$ cat config.mk
export PLATFORM = sky130hd
export DESIGN_NAME = i2s_tx_serializer_flat
export DESIGN_NICKNAME = d
export VERILOG_FILES = /design/src/rtl/audio_pkg.sv /design/src/rtl/i2s_tx_serializer_if.sv /design/src/rtl/i2s_sample_fifo.sv /design/src/rtl/i2s_tx_serializer.sv /design/src/flat_wrapper.sv
export SDC_FILE = /design/constraint.sdc
export NUM_CORES = 1
export LEC_CHECK = 0
export ABC_AREA = 1
export ABC_CLOCK_PERIOD_IN_PS = 8800
export CORE_MARGIN = 4
export CORE_UTILIZATION = 64
export CTS_CLUSTER_SIZE = 16
export DETAILED_ROUTE_END_ITERATION = 6
export PLACE_DENSITY = 0.9
export REMOVE_ABC_BUFFERS = 1
export SYNTH_ARGS = -nofsm -noshare
export SYNTH_HDL_FRONTEND = slang
export SYNTH_HIERARCHICAL = 1
export SYNTH_SLANG_ARGS = --single-unit
$ cat constraint.sdc
create_clock -name clk -period 8.8 [get_ports clk]
set_clock_uncertainty 0.2 [all_clocks]
set_input_delay 1.32 -clock clk [delete_from_list [all_inputs] [get_ports clk]]
set_output_delay 1.32 -clock clk [all_outputs]
set_load 0.01 [all_outputs]
$ cat src/rtl/audio_pkg.sv
// Shared audio-path types: sample widths, stereo pair and the I2S transmitter state encoding.
package audio_pkg;

  localparam int unsigned SAMPLE_W   = 24;
  localparam int unsigned I2S_SLOT_W = 32;

  typedef logic signed [SAMPLE_W-1:0] sample_t;

  typedef struct packed {
    sample_t left;
    sample_t right;
  } stereo_t;

  typedef enum logic [1:0] {
    IDLE,
    PRIME,
    RUN
  } tx_state_t;

endpackage

$ cat src/rtl/i2s_tx_serializer_if.sv
// Sample handshake between the filter stage (master) and the I2S serializer (slave).
interface i2s_tx_serializer_if #(
  parameter int unsigned DATA_W = 24
);

  logic                     sample_valid;
  logic signed [DATA_W-1:0] left_sample;
  logic signed [DATA_W-1:0] right_sample;
  logic                     sample_ready;
  logic                     sample_req;

  modport master (
    output sample_valid, left_sample, right_sample,
    input  sample_ready, sample_req
  );

  modport slave (
    input  sample_valid, left_sample, right_sample,
    output sample_ready, sample_req
  );

endinterface

$ cat src/rtl/i2s_sample_fifo.sv
// Synchronous stereo-pair FIFO; push and pop in the same clk are accepted even when full.
module i2s_sample_fifo
  import audio_pkg::*;
#(
  parameter int unsigned W     = $bits(stereo_t),
  parameter int unsigned DEPTH = 4
) (
  input  logic                     clk,
  input  logic                     reset_n,
  input  logic                     push,
  input  logic                     pop,
  input  logic [W-1:0]             din,
  output logic [W-1:0]             dout,
  output logic                     full,
  output logic                     empty,
  output logic [$clog2(DEPTH):0]   level
);

  localparam int unsigned AW = $clog2(DEPTH);

  logic [W-1:0]  mem [DEPTH];
  logic [AW-1:0] wr_ptr;
  logic [AW-1:0] rd_ptr;
  logic          do_push;
  logic          do_pop;

  assign full    = (level == (AW+1)'(DEPTH));
  assign empty   = (level == '0);
  assign do_pop  = pop && !empty;
  assign do_push = push && (!full || do_pop);
  assign dout    = mem[rd_ptr];

  always_ff @(posedge clk) begin
    if (do_push) mem[wr_ptr] <= din;
  end

  always_ff @(posedge clk or negedge reset_n) begin
    if (!reset_n) begin
      wr_ptr <= '0;
      rd_ptr <= '0;
      level  <= '0;
    end else begin
      if (do_push) wr_ptr <= wr_ptr + 1'b1;
      if (do_pop)  rd_ptr <= rd_ptr + 1'b1;
      case ({do_push, do_pop})
        2'b10:   level <= level + 1'b1;
        2'b01:   level <= level - 1'b1;
        default: level <= level;
      endcase
    end
  end

endmodule

$ cat src/rtl/i2s_tx_serializer.sv
// Philips I2S transmitter: BCLK/LRCLK generation, per-frame pair pop with sample_req strobe,
// MSB-first shift-out of a 2*SLOT_W frame word, sticky overflow/underrun flags.
module i2s_tx_serializer
  import audio_pkg::*;
#(
  parameter int unsigned DATA_W     = SAMPLE_W,
  parameter int unsigned SLOT_W     = I2S_SLOT_W,
  parameter int unsigned BCLK_DIV   = 4,
  parameter int unsigned FIFO_DEPTH = 4
) (
  input  logic                          clk,
  input  logic                          reset_n,
  input  logic                          enable,
  i2s_tx_serializer_if.slave            bus,
  input  logic                          clear_flags,
  output logic                          i2s_bclk,
  output logic                          i2s_lrclk,
  output logic                          i2s_sdata,
  output logic                          overflow,
  output logic                          underrun,
  output logic [$clog2(FIFO_DEPTH):0]   fifo_level
);

  localparam int unsigned FRAME_BITS = 2 * SLOT_W;
  localparam int unsigned PW         = $clog2(FRAME_BITS);
  localparam int unsigned DW         = (BCLK_DIV > 1) ? $clog2(BCLK_DIV) : 1;

  tx_state_t               state;
  logic [DW-1:0]           div_cnt;
  logic [PW-1:0]           bit_pos;
  logic [PW-1:0]           next_pos;
  logic                    bclk;
  logic                    lrclk;
  logic                    req;
  logic [FRAME_BITS-1:0]   shreg;
  logic [FRAME_BITS-1:0]   load_word;
  logic                    div_term;
  logic                    bclk_fall;
  logic                    frame_wrap;
  logic                    lr_next;
  logic                    fifo_push;
  logic                    fifo_pop;
  logic                    fifo_full;
  logic                    fifo_empty;
  logic [2*DATA_W-1:0]     fifo_dout;

  i2s_sample_fifo #(
    .W     (2 * DATA_W),
    .DEPTH (FIFO_DEPTH)
  ) u_fifo (
    .clk     (clk),
    .reset_n (reset_n),
    .push    (fifo_push),
    .pop     (fifo_pop),
    .din     ({bus.left_sample, bus.right_sample}),
    .dout    (fifo_dout),
    .full    (fifo_full),
    .empty   (fifo_empty),
    .level   (fifo_level)
  );

  assign div_term   = (div_cnt == DW'(BCLK_DIV - 1));
  assign bclk_fall  = (state == RUN) && div_term && bclk;
  assign frame_wrap = bclk_fall && (bit_pos == PW'(FRAME_BITS - 1));
  assign next_pos   = frame_wrap ? '0 : bit_pos + 1'b1;
  assign lr_next    = (next_pos >= PW'(SLOT_W - 1)) && (next_pos <= PW'(FRAME_BITS - 2));
  assign fifo_push  = bus.sample_valid && !fifo_full;
  assign fifo_pop   = enable && ((state != RUN) || frame_wrap);

  // Frame word holds each sample left-justified in its slot; an empty FIFO yields silence.
  always_comb begin
    load_word = '0;
    if (!fifo_empty) begin
      load_word[FRAME_BITS-1 -: DATA_W] = fifo_dout[2*DATA_W-1 -: DATA_W];
      load_word[SLOT_W-1 -: DATA_W]     = fifo_dout[DATA_W-1:0];
    end
  end

  always_ff @(posedge clk or negedge reset_n) begin
    if (!reset_n) begin
      state   <= IDLE;
      div_cnt <= '0;
      bit_pos <= '0;
      bclk    <= 1'b0;
      lrclk   <= 1'b0;
      req     <= 1'b0;
      shreg   <= '0;
    end else if (!enable) begin
      state   <= IDLE;
      div_cnt <= '0;
      bit_pos <= '0;
      bclk    <= 1'b0;
      lrclk   <= 1'b0;
      req     <= 1'b0;
      shreg   <= '0;
    end else begin
      req <= 1'b0;
      case (state)
        IDLE, PRIME: begin
          if (!fifo_empty) begin
            state   <= RUN;
            shreg   <= load_word;
            div_cnt <= '0;
            bit_pos <= '0;
            bclk    <= 1'b0;
            lrclk   <= 1'b0;
            req     <= 1'b1;
          end else begin
            state <= PRIME;
          end
        end
        RUN: begin
          if (div_term) begin
            div_cnt <= '0;
            bclk    <= ~bclk;
            if (bclk) begin
              bit_pos <= next_pos;
              lrclk   <= lr_next;
              if (frame_wrap) begin
                shreg <= load_word;
                req   <= 1'b1;
              end else begin
                shreg <= {shreg[FRAME_BITS-2:0], 1'b0};
              end
            end
          end else begin
            div_cnt <= div_cnt + 1'b1;
          end
        end
        default: state <= IDLE;
      endcase
    end
  end

  always_ff @(posedge clk or negedge reset_n) begin
    if (!reset_n) begin
      overflow <= 1'b0;
      underrun <= 1'b0;
    end else if (clear_flags) begin
      overflow <= 1'b0;
      underrun <= 1'b0;
    end else begin
      if (bus.sample_valid && fifo_full)        overflow <= 1'b1;
      if (enable && frame_wrap && fifo_empty)   underrun <= 1'b1;
    end
  end

  assign bus.sample_ready = !fifo_full;
  assign bus.sample_req   = req;
  assign i2s_bclk         = bclk;
  assign i2s_lrclk        = lrclk;
  assign i2s_sdata        = shreg[FRAME_BITS-1];

endmodule

$ cat src/flat_wrapper.sv
// flat-port wrapper written by rule: the top's interface ports become plain ports
module i2s_tx_serializer_flat import audio_pkg::*;
#(
  parameter int unsigned DATA_W     = SAMPLE_W,
  parameter int unsigned SLOT_W     = I2S_SLOT_W,
  parameter int unsigned BCLK_DIV   = 4,
  parameter int unsigned FIFO_DEPTH = 4
)
  (clk, reset_n, enable, clear_flags, i2s_bclk, i2s_lrclk, i2s_sdata, overflow, underrun, fifo_level, bus_sample_valid, bus_left_sample, bus_right_sample, bus_sample_ready, bus_sample_req);
  i2s_tx_serializer_if #(.DATA_W(DATA_W)) bus_i ();
  input  logic clk;
  input  logic reset_n;
  input  logic enable;
  input  logic clear_flags;
  output logic i2s_bclk;
  output logic i2s_lrclk;
  output logic i2s_sdata;
  output logic overflow;
  output logic underrun;
  output logic [$clog2(FIFO_DEPTH):0] fifo_level;
  input wire logic [$bits(bus_i.sample_valid)-1:0] bus_sample_valid;
  input wire logic [$bits(bus_i.left_sample)-1:0] bus_left_sample;
  input wire logic [$bits(bus_i.right_sample)-1:0] bus_right_sample;
  output wire logic [$bits(bus_i.sample_ready)-1:0] bus_sample_ready;
  output wire logic [$bits(bus_i.sample_req)-1:0] bus_sample_req;
  assign bus_i.sample_valid = bus_sample_valid;
  assign bus_i.left_sample = bus_left_sample;
  assign bus_i.right_sample = bus_right_sample;
  assign bus_sample_ready = bus_i.sample_ready;
  assign bus_sample_req = bus_i.sample_req;
  i2s_tx_serializer #(.DATA_W(DATA_W), .SLOT_W(SLOT_W), .BCLK_DIV(BCLK_DIV), .FIFO_DEPTH(FIFO_DEPTH)) u_core (.clk(clk), .reset_n(reset_n), .enable(enable), .bus(bus_i), .clear_flags(clear_flags), .i2s_bclk(i2s_bclk), .i2s_lrclk(i2s_lrclk), .i2s_sdata(i2s_sdata), .overflow(overflow), .underrun(underrun), .fifo_level(fifo_level));
endmodule
==> summary.txt, run 1 <==
Yosys
  • Synthesis Warnings: 6
  • Yosys top cell by area: edfxtp_1
  • Async SR Flop Fraction: 28.9%
  • Synth unique cells: 30
  • Post-synth EDFFs: 192
  • Synth area leaders: edfxtp_1, dfrtp_1, nand2_1
  • Register area share after synthesis: 66.9%
  • Post-Syn Area: 0.0115 mm2
  • Cells after Synth: 1131
  • Yosys reg bits: 270
  • Top FF cell, synth: edfxtp_1
  • Yosys top cell area share: 50.0%
  • Mean area per synthesized cell: 10.2 um2

Drt
  • First-iteration detailed-routing DRC count: 727
  • Avg Vias per Cell: 5.78
  • DR vias: 8212
  • Routed WL per cell: 17.6 um
  • # DRC: 0
  • Post-route antenna net violation count: 0
  • Drt first pass iters: 5
  • Total Wirelength: 24900 um

Outcome
  • Outcome: finished clean

Pwr
  • Comb pwr share: 33.9%
  • Clk pwr share: 24.6%
  • Maximum vdd ir drop: 213 uV
  • Psw: 1.66 mW
  • Reg power frac: 41.5%
  • Leak Pwr: 5.33 nW
  • Pwr dens: 336 mW/mm2
  • Sw Ratio: 37.9%
  • P_int: 2.72 mW

Global route
  • Met3 global-route usage: 4.10%
  • Vias in the first global route: 8510
  • Initial antenna violation count: 0
  • GR peak layer: met2
  • Met2 usage: 44.1%
  • First-pass GRT wire length: 40600 um
  • Total GRT Usage: 25.0%
  • Largest net degree at the start of global routing: 99
  • Grt total ovfl: 0
  • Met1 Resource Use GR: 30.8%

Timing
  • Setup TNS: 0 ns
  • Final worst-path setup slack: 4.51 ns
  • Unrepaired setup endpoints after global routing: no
  • Final hold violations: 0
  • Final Slew Violations: 0
  • Fin crit period: 4.29 ns
  • Max_slew headroom: 31.8%
  • Worst-Margin Slew: 1.02 ns
  • Final setup fails: 0
  • Max Fclk: 0.233 GHz
  • Period utilisation layout: 48.7%

Setup path
  • Endpoint class of the critical path: flop
  • Worst EP required: 8.76 ns
  • Arrival @ worst endpoint: 4.25 ns
  • Crit path launch type: flop
  • R2r setup slk: 4.51 ns
  • Type of the worst setup path: flop to flop
  • Maximum net fanout on the critical path: 49

Final layout
  • Post-route insts no fill: 1420
  • Fillers: 1109
  • Fin nets: 1237
  • Sequential cell area: 0.00772 mm2
  • Number of diodes: 0
  • Area occupied by multi-input gates: 0.00317 mm2
  • Area Growth Syn to Fin: 13.0%
  • Layout cell share with drive strength beyond 1: 5.44%

Clock network
  • Resize count post-CTS: 0
  • # clock sinks: 270
  • H-Tree Depth: 1
  • CTS tree: done
  • Maximum clock path buffer count: 3
  • Post-CTS setup buffers: 0
  • Clock transition at the registers of the reported paths: 0.06 ns
  • Post-CTS Hold Buffers: 0
  • Root Buffer: clkbuf_16
  • CTS Buf Count: 27
  • Skew-Pair Late Insertion Delay: 0.54 ns

Placed design
  • DP HPWL: 13000 um
  • Pre-CTS setup slack: 4.58 ns
  • Port bufs: 62
  • DP Cell Count: 1370
  • RD Place Congestion: 0.791

Floorplanning
  • Starting Density: 66.0%
  • Die Y: 142 um
  • Core footprint: 0.0175 mm2
  • Die Span X: 142 um
  • Std cell rows: 48
  • Die area: 0.0202 mm2
  • # IOs: 63

Hold path
  • Worst Hold Class: flop to flop

Run
  • Total of max-cap violations: 0
==> metrics by stage <==
stage	area, um2	utilization [%]	power (mW)	hold slack (ns)
2_1_floorplan	11200	-	2.79	0.249
3_3_place_gp	12200	69.8	3.17	0.261
3_5_place_dp	12200	69.8	3.26	0.265
4_1_cts	13000	74.5	4.38	0.282
5_1_grt	13000	74.5	4.65	0.303
6_report	13000	74.5	4.38	0.280
==> path summary, 6_finish.rpt <==
kind | start | to | depth (start not counted)
setup / recovery | u_core/bit_pos[0] | u_core/u_fifo/mem[1][35] | 13
hold / removal | u_core/i2s_lrclk | u_core/i2s_lrclk | 2
setup reg to reg | u_core/bit_pos[0] | u_core/u_fifo/mem[1][35] | 13
hold reg to reg | u_core/i2s_lrclk | u_core/i2s_lrclk | 2
max in group asynchronous | reset_n | u_core/u_fifo/rd_ptr[0] | 1
min in group asynchronous | reset_n | u_core/shreg[34] | 1
==> critical path, stage by stage (launching register included) <==
cell and delay [ns]:
dfrtp_1 0.43, ha_1 0.25, nand3_1 0.12, nor2_1 0.16, nand2_1 0.09, nand2_1 0.06, buf_4 0.47, inv_2 0.50
nor2_1 0.34, inv_1 0.07, nand3_1 0.12, nand2_1 0.27, nor2_4 0.16, buf_4 0.62
==> state kept, by name, indices dropped and copies added, names as in the netlist <==
register,cells
u_core/u_fifo/wr_ptr,2
u_core/state,2
u_core/div_cnt,2
u_core/shreg,56
u_core/u_fifo/mem,192
u_core/i2s_bclk,1
u_core/i2s_lrclk,1
u_core/bus.sample_req,1
u_core/underrun,1
u_core/u_fifo/level,3
u_core/bit_pos,6
u_core/u_fifo/rd_ptr,2
u_core/overflow,1
==> layout by cell type, fill, tap and decap left out, types with 9 or more instances in the layout <==
master | Yosys | final
ha_1 | 9 | 9
edfxtp_1 | 192 | 192
clkdlybuf4s50_1 | 0 | 61
clkbuf_16 | 0 | 27
nand2_1 | 296 | 296
o21ai_0 | 58 | 58
buf_4 | 3 | 11
o21ai_1 | 94 | 94
nor2_1 | 168 | 163
inv_1 | 81 | 81
dfrtp_1 | 78 | 77
nand3_1 | 73 | 73
==> cells in the mapped netlist (all sizes together), types with 3 or more instances <==
master and number:
inv 85, dfrtp 78, nand4 3, o22ai 3, nand2 297, edfxtp 192, nand3 73, a21oi 3
nor2 169, buf 37, clkbuf 21, o21ai 153, ha 9
==> logic make-up (layout without fill, tap and decap cells) <==
kind of cell,after synthesis,count (layout),share of synthesized area [%]
buffers and inverters,144,208,5.83
AND/OR/NAND/NOR,544,544,18.7
multiplexers,1,1,0.0868
adder cells (fa/ha/maj),10,10,1.15
XOR/XNOR,1,1,0.0760
AO/OA/AOI/OAI,161,161,7.21
flip-flops,270,270,66.9
==> power groups by stage <==
stage / clock network (mW) / logic (mW) / registers (mW)
2_1_floorplan: 0 / 0.959 / 1.83
3_3_place_gp: 0 / 1.35 / 1.82
3_5_place_dp: 0 / 1.42 / 1.83
4_1_cts: 1.09 / 1.47 / 1.82
5_1_grt: 1.15 / 1.66 / 1.84
6_report: 1.08 / 1.48 / 1.82
==> area by class of cell <==
| cell class | count | area share (%) |
|---|---|---|
| well taps | 225 | 2.16 |
| inverters | 86 | 2.51 |
| repair buffers | 72 | 5.32 |
| multi-input cells | 717 | 24.3 |
| flip-flops and latches | 270 | 59.2 |
| clock buffers | 33 | 5.36 |
| clock inverters | 17 | 1.08 |
==> routing by layer <==
metal  vias to the layer above  wire length (um)
met5                         -                 0
li1                       3818                 -
met4                         0               854
met1                      3925              9530
met2                       389             12800
met3                        80              1780
Power figures use the tool's default switching activity.
==> inputs of run 2 (changes only) <==
Settings changed: ABC_CLOCK_PERIOD_IN_PS 8800 to 4100, CORE_UTILIZATION 64 to 60, PLACE_DENSITY 0.9 to 0.86.
Clock period 8.8 ns to 4.1 ns, I/O delays scaled along.
==> summary.txt, run 2 (same netlist as run 1, synthesis figures left out) <==
Setup path
  • Endpoint class of the critical path: flop (unchanged)
  • Crit path launch type: flop (unchanged)
  • Type of the worst setup path: flop to flop (unchanged)
  • Worst r2r dst: u_core/u_fifo/mem[2][11] (was u_core/u_fifo/mem[1][35])
  • R2r setup slk: 0.82 ns (was 4.51 ns)
  • Worst EP required: 4.10 ns (was 8.76 ns)
  • Worst R2R Path Depth: 12 (was 13)
  • Maximum net fanout on the critical path: 38 (was 49)
  • Arrival @ worst endpoint: 3.29 ns (was 4.25 ns)
  • R2r startpoint: u_core/bit_pos[0] (unchanged)

Pwr
  • Maximum vdd ir drop: 529 uV (was 213 uV)
  • Pwr dens: 717 mW/mm2 (was 336 mW/mm2)
  • Clk pwr share: 25.7% (was 24.6%)
  • Sw Ratio: 36.6% (was 37.9%)
  • P_int: 5.99 mW (was 2.72 mW)
  • Reg power frac: 41.0% (was 41.5%)
  • Total power: 9.45 mW (was 4.38 mW)
  • Comb pwr share: 33.3% (was 33.9%)
  • Leak Pwr: 5.39 nW (was 5.33 nW)
  • Psw: 3.46 mW (was 1.66 mW)

Timing
  • Final setup fails: 0 (unchanged)
  • Period utilisation layout: 80.1% (was 48.7%)
  • Max_slew headroom: 32.0% (was 31.8%)
  • Fin crit period: 3.28 ns (was 4.29 ns)
  • Final Slew Violations: 0 (unchanged)
  • Final hold violations: 0 (unchanged)
  • Max Fclk: 0.304 GHz (was 0.233 GHz)
  • Unrepaired setup endpoints after global routing: no (unchanged)
  • Worst-Margin Slew: 1.02 ns (about the same)

Drt
  • Routed WL per cell: 16.2 um (was 17.6 um)
  • Post-route antenna net violation count: 0 (unchanged)
  • Drt first pass iters: 6 (was 5)
  • # DRC: 0 (unchanged)
  • First-iteration detailed-routing DRC count: 836 (was 727)
  • Avg Vias per Cell: 5.51 (was 5.78)
  • DR vias: 8046 (was 8212)
  • Total Wirelength: 23700 um (was 24900 um)

Clock network
  • CTS Buf Count: 28 (was 27)
  • Skew-Pair Late Insertion Delay: 0.53 ns (was 0.54 ns)
  • H-Tree Depth: 1 (unchanged)
  • Post-CTS Hold Buffers: 0 (unchanged)
  • Root Buffer: clkbuf_16 (unchanged)
  • # clock sinks: 270 (unchanged)
  • Clock transition at the registers of the reported paths: 0.06 ns (about the same)
  • Post-CTS setup buffers: 0 (unchanged)
  • CTS tree: done (unchanged)
  • Maximum clock path buffer count: 3 (unchanged)
  • Resize count post-CTS: 0 (unchanged)

Global route
  • First-pass GRT wire length: 39100 um (was 40600 um)
  • Initial antenna violation count: 0 (unchanged)
  • Total GRT Usage: 22.2% (was 25.0%)
  • Vias in the first global route: 7957 (was 8510)
  • Grt total ovfl: 0 (unchanged)
  • Largest net degree at the start of global routing: 99 (unchanged)

Placed design
  • RD Place Congestion: 0.874 (was 0.791)
  • Port bufs: 62 (unchanged)
  • DP Cell Count: 1409 (was 1370)
  • DP HPWL: 13300 um (was 13000 um)

Run
  • Total of max-cap violations: 0 (unchanged)

Floorplanning
  • # IOs: 63 (unchanged)
  • Std cell rows: 50 (was 48)
  • Starting Density: 61.2% (was 66.0%)
  • Die area: 0.0215 mm2 (was 0.0202 mm2)
  • Core footprint: 0.0188 mm2 (was 0.0175 mm2)
  • Die Span X: 147 um (was 142 um)
  • Die Y: 147 um (was 142 um)

Final layout
  • Max reg flops: 192 (unchanged)
  • Post-route insts no fill: 1461 (was 1420)
  • Final core utilization: 70.0% (was 74.5%)
  • Fin nets: 1242 (was 1237)
  • Largest regs: u_core/u_fifo/mem x192, u_core/shreg x56, u_core/bit_pos x6 (unchanged)
  • Area Growth Syn to Fin: 14.3% (was 13.0%)
  • Largest Register: u_core/u_fifo/mem (unchanged)
  • Number of diodes: 0 (unchanged)
  • Most common cell after layout, fill and taps aside: nand2_1 (unchanged)
  • Most frequent cells in the layout: nand2_1, edfxtp_1, nor2_1 (unchanged)
  • Layout cell share with drive strength beyond 1: 6.00% (was 5.44%)

Hold path
  • Worst Hold Class: input port to async pin (was flop to flop)

Outcome
  • Outcome: finished clean (unchanged)
==> run 2: cell types whose count changed in the layout (fill, tap and decap cells not counted), sizes merged <==
| cell | previous run | this run |
|---|---|---|
| clkbuf | 33 | 37 |
| inv | 85 | 87 |
| clkinv | 15 | 10 |
| clkinvlp | 2 | 3 |
| buf | 11 | 15 |
==> run 2: per-layer routing <==
layer  vias to the layer above  routed length (um)  GRT usage [%]
met5                         -                   0              0
met4                         0                 346           5.50
met3                        38                1860           3.48
met2                       377               11900           38.0
met1                      3790                9560           30.0
li1                       3841                   -              -
==> run 2: how the worst max path moves through the flow <==
stage,start,to,slack [ns],cells after the start
finish,u_core/bit_pos[0],u_core/u_fifo/mem[2][11],0.82,12
global route,u_core/bit_pos[0],u_core/u_fifo/mem[2][11],0.56,12
CTS,u_core/bit_pos[0],u_core/u_fifo/mem[2][11],0.82,12
detailed placement,enable,u_core/u_fifo/mem[2][11],0.53,8
global placement,enable,u_core/u_fifo/mem[2][13],0.67,8
floorplan,u_core/bit_pos[0],u_core/u_fifo/mem[0][0],-1.38,11
==> run 2: area by class of cell <==
type	count	area, um2
well taps	260	325
multi-input cells	717	3170
fillers	1236	5650
clock buffers	37	796
inverters	86	325
repair buffers	76	736
clock inverters	15	109
flip-flops and latches	270	7720
==> run 2: power by group through the flow <==
stage	Sequential (mW)	Combinational, mW	Clock, mW
2_1_floorplan	3.93	2.06	0
4_1_cts	3.87	3.14	2.47
3_3_place_gp	3.89	2.98	0
5_1_grt	3.93	3.55	2.61
3_5_place_dp	3.91	3.08	0
6_report	3.87	3.14	2.43
==> run 2: metrics by stage <==
step	area (um2)	setup slack [ns]	TNS (ns)	hold slack, ns
after global routing	13200	0.564	0	0.163
after floorplan	11200	-1.38	-264.64	0.119
final	13200	0.815	0	0.0743
after CTS	13200	0.823	0	0.0948
after detailed placement	12300	0.531	0	0.265
after global placement	12300	0.666	0	0.261
==> run 2: critical path, cell delays in order, from the launching register on <==
cell and delay [ns]:
dfrtp_1 0.44, ha_1 0.23, nand3_1 0.11, nor2_1 0.16, nand2_1 0.09, nand2_1 0.10
inv_2 0.04, nor2_1 0.20, inv_1 0.07, nand3_1 0.15, nand2_1 0.36, nor2_4 0.47
buf_12 0.31
